<file path="config.mk">
export PLATFORM = sky130hd
export DESIGN_NAME = wave_gen
export DESIGN_NICKNAME = d
export VERILOG_FILES = /design/src/rtl/wave_gen_pkg.sv /design/src/rtl/wave_shape.sv /design/src/rtl/wave_gen.sv
export SDC_FILE = /design/constraint.sdc
export NUM_CORES = 1
export LEC_CHECK = 0
export CAP_MARGIN = 20
export CORE_AREA = 2 2 68 70
export CTS_CLUSTER_SIZE = 24
export DETAILED_ROUTE_END_ITERATION = 8
export DIE_AREA = 0 0 70 72
export DONT_BUFFER_PORTS = 1
export GPL_TIMING_DRIVEN = 0
export PLACE_DENSITY = 0.85
export SLEW_MARGIN = 20
export SYNTH_ARGS = -nofsm -noshare
export SYNTH_HDL_FRONTEND = slang
export SYNTH_SLANG_ARGS = --single-unit
</file>
<file path="constraint.sdc">
create_clock -name clk -period 1.4 [get_ports clk]
set_input_delay 0.14 -clock clk [delete_from_list [all_inputs] [get_ports clk]]
set_output_delay 0.14 -clock clk [all_outputs]
set_load 0.005 [all_outputs]
</file>
<file path="src/rtl/wave_gen_pkg.sv">
// Shared constants and encodings for the waveform generator and the downstream shifter stage.
package wave_gen_pkg;

    localparam int unsigned PHASE_W  = 8;
    localparam int unsigned SAMPLE_W = 16;

    typedef enum logic [1:0] {
        WAVE_SQUARE = 2'b00,
        WAVE_SAW    = 2'b01,
        WAVE_TRI    = 2'b10,
        WAVE_STAIR  = 2'b11
    } wave_sel_e;

endpackage

</file>
<file path="src/rtl/wave_shape.sv">
// Combinational phase-to-sample mapping for the four supported waveforms.
module wave_shape
    import wave_gen_pkg::*;
(
    input  logic [1:0]          sel,
    input  logic [7:0]          phase,
    output logic [SAMPLE_W-1:0] sample
);

    logic [6:0] tri_t;

    always_comb begin
        // Second half folds back down: 127 - p[6:0] is the bitwise inverse.
        tri_t  = phase[7] ? ~phase[6:0] : phase[6:0];
        sample = '0;
        unique case (sel)
            WAVE_SQUARE: sample = {SAMPLE_W{~phase[7]}};
            WAVE_SAW:    sample = {phase, phase};
            WAVE_TRI:    sample = {tri_t, tri_t, tri_t[6:5]};
            WAVE_STAIR:  sample = {{5{phase[7:5]}}, phase[7]};
            default:     sample = '0;
        endcase
    end

endmodule

</file>
<file path="src/rtl/wave_gen.sv">
// Divided-rate waveform generator: one registered sample per freq+1 enabled clocks,
// with the waveform selection only changing on a period boundary.
module wave_gen #(
    parameter int unsigned PHASE_W = wave_gen_pkg::PHASE_W,
    parameter int unsigned DIV_W   = 8
) (
    input  logic                              clk,
    input  logic                              rst_n,
    input  logic                              en,
    input  logic                              sync,
    input  logic [1:0]                        wave_sel,
    input  logic [DIV_W-1:0]                  freq,
    output logic [wave_gen_pkg::SAMPLE_W-1:0] outwave,
    output logic                              valid,
    output logic                              period_end
);

    localparam logic [PHASE_W-1:0] PhaseMax = '1;

    logic [DIV_W-1:0]                  div_cnt, div_cnt_d;
    logic [PHASE_W-1:0]                phase, phase_d;
    logic [DIV_W-1:0]                  freq_reg, freq_reg_d;
    logic [1:0]                        sel_reg, sel_reg_d;
    logic [wave_gen_pkg::SAMPLE_W-1:0] outwave_d;
    logic                              valid_d;
    logic                              period_end_d;

    logic                              tick;
    logic                              phase_last;
    logic [wave_gen_pkg::SAMPLE_W-1:0] shape_sample;

    // Only the top 8 phase bits shape the output.
    wave_shape u_wave_shape (
        .sel    (sel_reg),
        .phase  (phase[PHASE_W-1 -: 8]),
        .sample (shape_sample)
    );

    assign tick       = en && !sync && (div_cnt == freq_reg);
    assign phase_last = (phase == PhaseMax);

    always_comb begin
        div_cnt_d    = div_cnt;
        phase_d      = phase;
        freq_reg_d   = freq_reg;
        sel_reg_d    = sel_reg;
        outwave_d    = outwave;
        valid_d      = 1'b0;
        period_end_d = 1'b0;

        if (sync) begin
            div_cnt_d  = '0;
            phase_d    = '0;
            freq_reg_d = freq;
            sel_reg_d  = wave_sel;
        end else if (!en) begin
            div_cnt_d  = '0;
            freq_reg_d = freq;
            sel_reg_d  = wave_sel;
        end else if (tick) begin
            div_cnt_d    = '0;
            freq_reg_d   = freq;
            outwave_d    = shape_sample;
            valid_d      = 1'b1;
            phase_d      = phase + 1'b1;
            period_end_d = phase_last;
            // Waveform switches only at the period boundary.
            if (phase_last) begin
                sel_reg_d = wave_sel;
            end
        end else begin
            div_cnt_d = div_cnt + 1'b1;
        end
    end

    always_ff @(posedge clk) begin
        if (!rst_n) begin
            div_cnt    <= '0;
            phase      <= '0;
            freq_reg   <= '0;
            sel_reg    <= '0;
            outwave    <= '0;
            valid      <= 1'b0;
            period_end <= 1'b0;
        end else begin
            div_cnt    <= div_cnt_d;
            phase      <= phase_d;
            freq_reg   <= freq_reg_d;
            sel_reg    <= sel_reg_d;
            outwave    <= outwave_d;
            valid      <= valid_d;
            period_end <= period_end_d;
        end
    end

endmodule

</file>
==> results of run 1 <==
-- metal layers --
layer  up-vias  part of all wire (%)  GRT usage (%)
li1       1085                     -              -
met1      1195                    34          29.89
met2       178                    53          50.16
met3        54                   6.8          6.806
met4         0                   5.5          18.16
met5         -                     0              0
-- worst register-to-register path: cells and delay by family, from the launching register on --
kind	cells	cell delay (ps)
simple gates	3	720
flops	1	350
buf+inv	2	320
xor+xnor	1	190
-- what timing repair did --
action                     in CTS  in global routing
resized for setup              40                 60
pin swaps                      20                 17
gates cloned                    1                  0
hold endpoints to repair        8                  0
setup buffers                  25                  4
setup endpoints to repair      42                 44
hold buffers                    8                  0
-- placed cells by master (no fill, tap or decap), drive strengths merged, types with 2 or more instances in the layout --
master,synthesis,final
o21ai,7,7
and4,2,2
nor3,7,7
a211oi,4,4
o41ai,2,2
dlygate4sd3,0,8
inv,5,5
xnor2,11,11
xor2,5,5
o2111ai,2,2
nand2,44,44
a21o,2,2
a21oi,4,4
o311ai,4,4
a31oi,4,4
clkbuf,8,14
and3,5,5
ha,3,3
dfxtp,44,44
buf,9,38
o31ai,2,2
nand3,16,16
nor2,18,18
nand4,11,11
mux2i,30,30
o211ai,2,2
nand2b,13,13
nor2b,7,7
a31o,2,2
or4,2,2
-- layout make-up --
class / count / share of cell area (%)
Buffer: 16 / 3.173
Clock buffer: 6 / 2.191
Clock inverter: 2 / 1.058
Inverter: 5 / 0.5667
Multi-Input combinational cell: 213 / 51.04
Sequential cell: 44 / 28.52
Tap cell: 52 / 1.964
Timing Repair Buffer: 38 / 11.48
-- power breakdown --
group	switching, uW	leakage [uW]	internal, uW	total (uW)
sequential	51.3	0.000372	1270	1320
clock	455	0.0000552	530	985
combinational	350	0.000886	300	650
total	857	0.00131	2100	2960
-- through the flow --
step,util (%),cells
floorplan,-,279
global placement,58.63,331
detailed placement,58.63,331
CTS,70.98,373
global route,77.67,376
finish,77.67,376
-- worst paths after layout --
| path | to | slack (ps) | depth (start not counted) | startpoint |
|---|---|---|---|---|
| max | sel_reg[1] | -240 | 6 | div_cnt[4] |
| min | phase[2] | 110 | 3 | sync |
| max reg2reg | sel_reg[1] | -240 | 6 | div_cnt[4] |
| min reg2reg | outwave[0] | 480 | 2 | outwave[0] |
-- logic make-up after synthesis --
logic type | after synthesis
multiplexers | 30
adder cells (fa/ha/maj) | 3
buffers and inverters | 22
XOR/XNOR | 16
AO/OA/AOI/OAI | 39
AND/OR/NAND/NOR | 125
flip-flops | 44
==> run summary, run 1 <==
status = finished with violations
failing checks = setup timing
sequential fraction of the synthesis area = 36.90%
max-cap viol count = 0
CTS Root Cell = clkbuf_8
Synth area leader = dfxtp_1
slowest stage delay, CP = 510 ps
P per Cell Area = 893.1 mW/mm^2
first-pass GRT wire length = 11.01 mm
Via density = 6.681
ANT nets after route = 0
max-slew violation count = 0
DR iter-0 viols = 289
Die Width = 70 um
CP arrival = 1890 ps
height of the die = 72 um
post-synthesis instance total = 279
global route total overflow = 0
vias = 2512
critical path peak fanout = 6
CP Capture Type = flip-flop
FP Rows = 24
unique cell type count in the Yosys netlist = 42
DP Wirelength = 4.109 mm
Die ar. = 0.005040 sq mm
post-route cell area = 0.003312 sq mm
post-synthesis mux area share = 12.58%
fraction of the mapped netlist area in compound gates = 12.00%
post-synthesis simple-gate area fraction = 26.62%
Tightest Pin Transition = 515.4 ps
startpoint class of the critical path = flip-flop
Fmax = 611.6 MHz
Synth Flop Type = dfxtp_1
WHS = 110.1 ps
ys async rst share = 0%
initial antenna violation count = 0
CTS H-Tree Depth = 2
IO buf count = 0
Leak = 0.001312 uW
clock buffer count from CTS = 5
crit path cell chain = xnor2_2, buf_4, nand4_1, buf_6, or4_4, nand3_2
diode count = 0
Net Count, Synth = 296
share of cells above drive strength 1 = 33.95%
area taken by multi-input logic gates = 0.001690 sq mm
Peak VDD IR = 756.8 uV
IO Count = 32
Synth top area share = 36.90%
worst-case clock buffer depth = 2
GPL Wtd Cong = 0.9384
total power = 2958 uW
Worst Path Required = 1660 ps
Worst-path clk slew = 90 ps
Fin. Hold Viols = 0
post-route minimum period = 1635 ps
number of synthesis warnings = 0
routed wire length = 8.164 mm
CTS tree = yes
post-synth design cell area = 0.002387 sq mm
Total GRT Usage = 28.14%
largest net degree at the start of global routing = 14
adder-cell share of the synthesized area = 1.572%
Synth area leaders = dfxtp_1 (37%), mux2i_1 (13%), nand2_1 (6.9%)
crit path max-delay cell type = or4_4
area growth from synthesis to layout = 38.73%
hold crit path type = in -> reg
setup TNS = -4514 ps
post-route DRC violation count = 0
FF+latch count, synth = 44
EDFF count, synth = 0
RSZ-0062 raised after global routing = true
top cells by count, synth = dfxtp_1 (44), nand2_1 (44), mux2i_1 (30)
vias in the first global route = 2336
largest family of logic cells by synthesized area = simple AND/OR/NAND/NOR gates
Final setup violation count = 43
Max transition margin = 65.64%
critical path class = reg -> reg
first-pass iteration count of the detailed router = 5
mean post-synth cell area = 8.557 sq um
routed len/inst = 21.71 um
Final Cycle Share = 116.8%
clock latency on the worst-skew pair = 320 ps
clock sink count = 44
clk_skew = 10.67 ps
worst setup margin = -235.1 ps
CP bufs+invs = 2
starting density of the core = 55.99%
Biggest register = outwave
Post-Place Cell Area = 0.002500 sq mm
XOR/XNOR Fraction of Synth Area = 5.870%
Nets = 340
Fillers = 262
dpl ws = -291.4 ps
Core Region = 0.004264 sq mm
Worst path top cell family by delay = simple AND/OR/NAND/NOR gates
max FFs per register = 16
register area = 944.7 sq um
No activity file was read; power rests on OpenSTA's default activity.
==> run 2: changes to the inputs <==
- PLACE_DENSITY: 0.85 -> 0.82
- clock period: 1.4 -> 2 ns (I/O delays scaled with it)
==> run 2 against run 1 <==
The flow now finishes without violations. Critical path depth decreased by 2. Non-clock buffer count fell by 36. Maximum frequency is 4.8% lower. Cell count fell by 9.6%.
==> run summary, run 2 (synthesis results as in run 1) <==
hold buffer count at cts = 0 (-8)
post-route minimum period = 1718 ps (+83.23 ps)
Fmax = 582.0 MHz (-4.8%)
ANT nets after route = 0 (unchanged)
hold depth = 2 (-1)
setup TNS = 0 ps (+4514 ps)
crit path max-delay cell type = o311ai_0
Peak VDD IR = 489.1 uV (-35%)
largest net degree at the start of global routing = 14 (unchanged)
clock latency on the worst-skew pair = 300 ps (-20 ps)
total power = 1874 uW (-37%)
max FFs per register = 16 (unchanged)
CTS H-Tree Depth = 2 (unchanged)
clk_skew = 6.901 ps (-3.766 ps)
first-pass GRT wire length = 8.887 mm (-19%)
Cells after DPL = 331 (unchanged)
Die ar. = 0.005040 sq mm (unchanged)
CTS tree = yes
critical path class = reg -> reg
highest-count cells in the layout ignoring fill and taps = nand2_1 (44), dfxtp_1 (44), mux2i_1 (30)
Worst Hold End = freq_reg[4]
Nets = 304 (-11%)
Worst Path Required = 2170 ps (+510 ps)
max-slew violation count = 0 (unchanged)
RSZ-0062 raised after global routing = false
Worst-path clk slew = 80 ps (about the same)
FP Rows = 24 (unchanged)
Fin. Hold Viols = 0 (unchanged)
starting density of the core = 55.99% (unchanged)
total setup buffers inserted after CTS = 0 (-100%)
Final setup violation count = 0 (-100%)
post-route insts no fill = 340 (-9.6%)
Final Core Density = 60.21% (-17 points)
Max transition margin = 62.92% (-2.7 points)
Core Region = 0.004264 sq mm (unchanged)
first-pass iteration count of the detailed router = 4 (-1)
routed wire length = 5.397 mm (-34%)
start point of the worst hold path = freq[4]
Final Cycle Share = 85.91% (-31 points)
Critical R2R Launch = div_cnt[2]
global route total overflow = 0 (unchanged)
Total GRT Usage = 22.29% (-5.8 points)
DR iter-0 viols = 174 (-40%)
height of the die = 72 um (unchanged)
GPL Wtd Cong = 0.9881 (+5.3%)
IO buf count = 0 (unchanged)
Die Width = 70 um (unchanged)
routed len/inst = 15.87 um (-27%)
max-cap viol count = 0 (unchanged)
post-route DRC violation count = 0 (unchanged)
CP arrival = 1890 ps (about the same)
Reg2Reg Setup Slack = 280 ps (+520 ps)
critical path peak fanout = 6 (unchanged)
vias = 2064 (-18%)
WHS = 29.69 ps (-80.44 ps)
Leak = 0.001010 uW (-23%)
reg2reg path depth = 4 (-2)
initial antenna violation count = 0 (unchanged)
clock sink count = 44 (unchanged)
CTS Root Cell = clkbuf_8
r2r endpoint = phase[5]
vias in the first global route = 1888 (-19%)
area growth from synthesis to layout = 7.547%
Via density = 6.071 (-9.1%)
slowest stage delay, CP = 430 ps (-80 ps)
DP Wirelength = 4.024 mm (-2.1%)
Biggest register = outwave
startpoint class of the critical path = flip-flop
clock buffer count from CTS = 5 (unchanged)
P per Cell Area = 730.0 mW/mm^2 (-18%)
share of cells above drive strength 1 = 7.639% (-26 points)
CP Capture Type = flip-flop
hold crit path type = in -> reg
diode count = 0 (unchanged)
Tightest Pin Transition = 556.3 ps (+40.90 ps)
crit path cell chain = xnor2_1, nand4_1, o311ai_0, o41ai_1
IO Count = 32 (unchanged)
status = complete, no violations
post-CTS sizing = 0 (-100%)
worst-case clock buffer depth = 2 (unchanged)
-- run 2: worst max-delay path, delay by kind of cell, from the launching register on --
family          cells  cell delay (ps)
compound gates      2              570
flops               1              360
xor+xnor            1              330
simple gates        1              320
-- run 2: worst max-delay path by stage --
stage                     from         end  slack (ps)
floorplan           div_cnt[5]  div_cnt[2]         570
global placement    div_cnt[4]  div_cnt[4]         220
detailed placement  div_cnt[2]  div_cnt[7]         200
CTS                 div_cnt[4]  div_cnt[7]         160
global route        div_cnt[2]    phase[5]         100
finish              div_cnt[2]    phase[5]         280
-- run 2: cell type report --
type	count	area (sq um)
clock inverter	2	35.03
multi-input combinational	213	1400
tap	52	65.06
clock buffer	6	72.57
buffer	17	87.58
timing repair buffer	1	7.507
fill	392	1697
inverter	5	18.77
sequential	44	880.8
-- run 2: per-layer routing --
layer,vias up,share of wire [%],GRT usage [%]
li1,1010,-,-
met1,973,43,27.50
met2,73,49,38.84
met3,8,6.2,6.528
met4,0,1.2,5.128
met5,-,0,0
-- run 2: metrics by stage --
stage / instance area [sq um] / worst slack (ps)
after global routing: 2567 / 99.38
after CTS: 2560 / 160.5
after global placement: 2452 / 220.5
final: 2567 / 281.7
after floorplan: 2387 / 567.5
after detailed placement: 2452 / 198.4
-- run 2: power breakdown --
part	internal (uW)	switching [uW]	total, uW
logic	103	169	272
registers	903	19.2	922
clock network	371	309	680
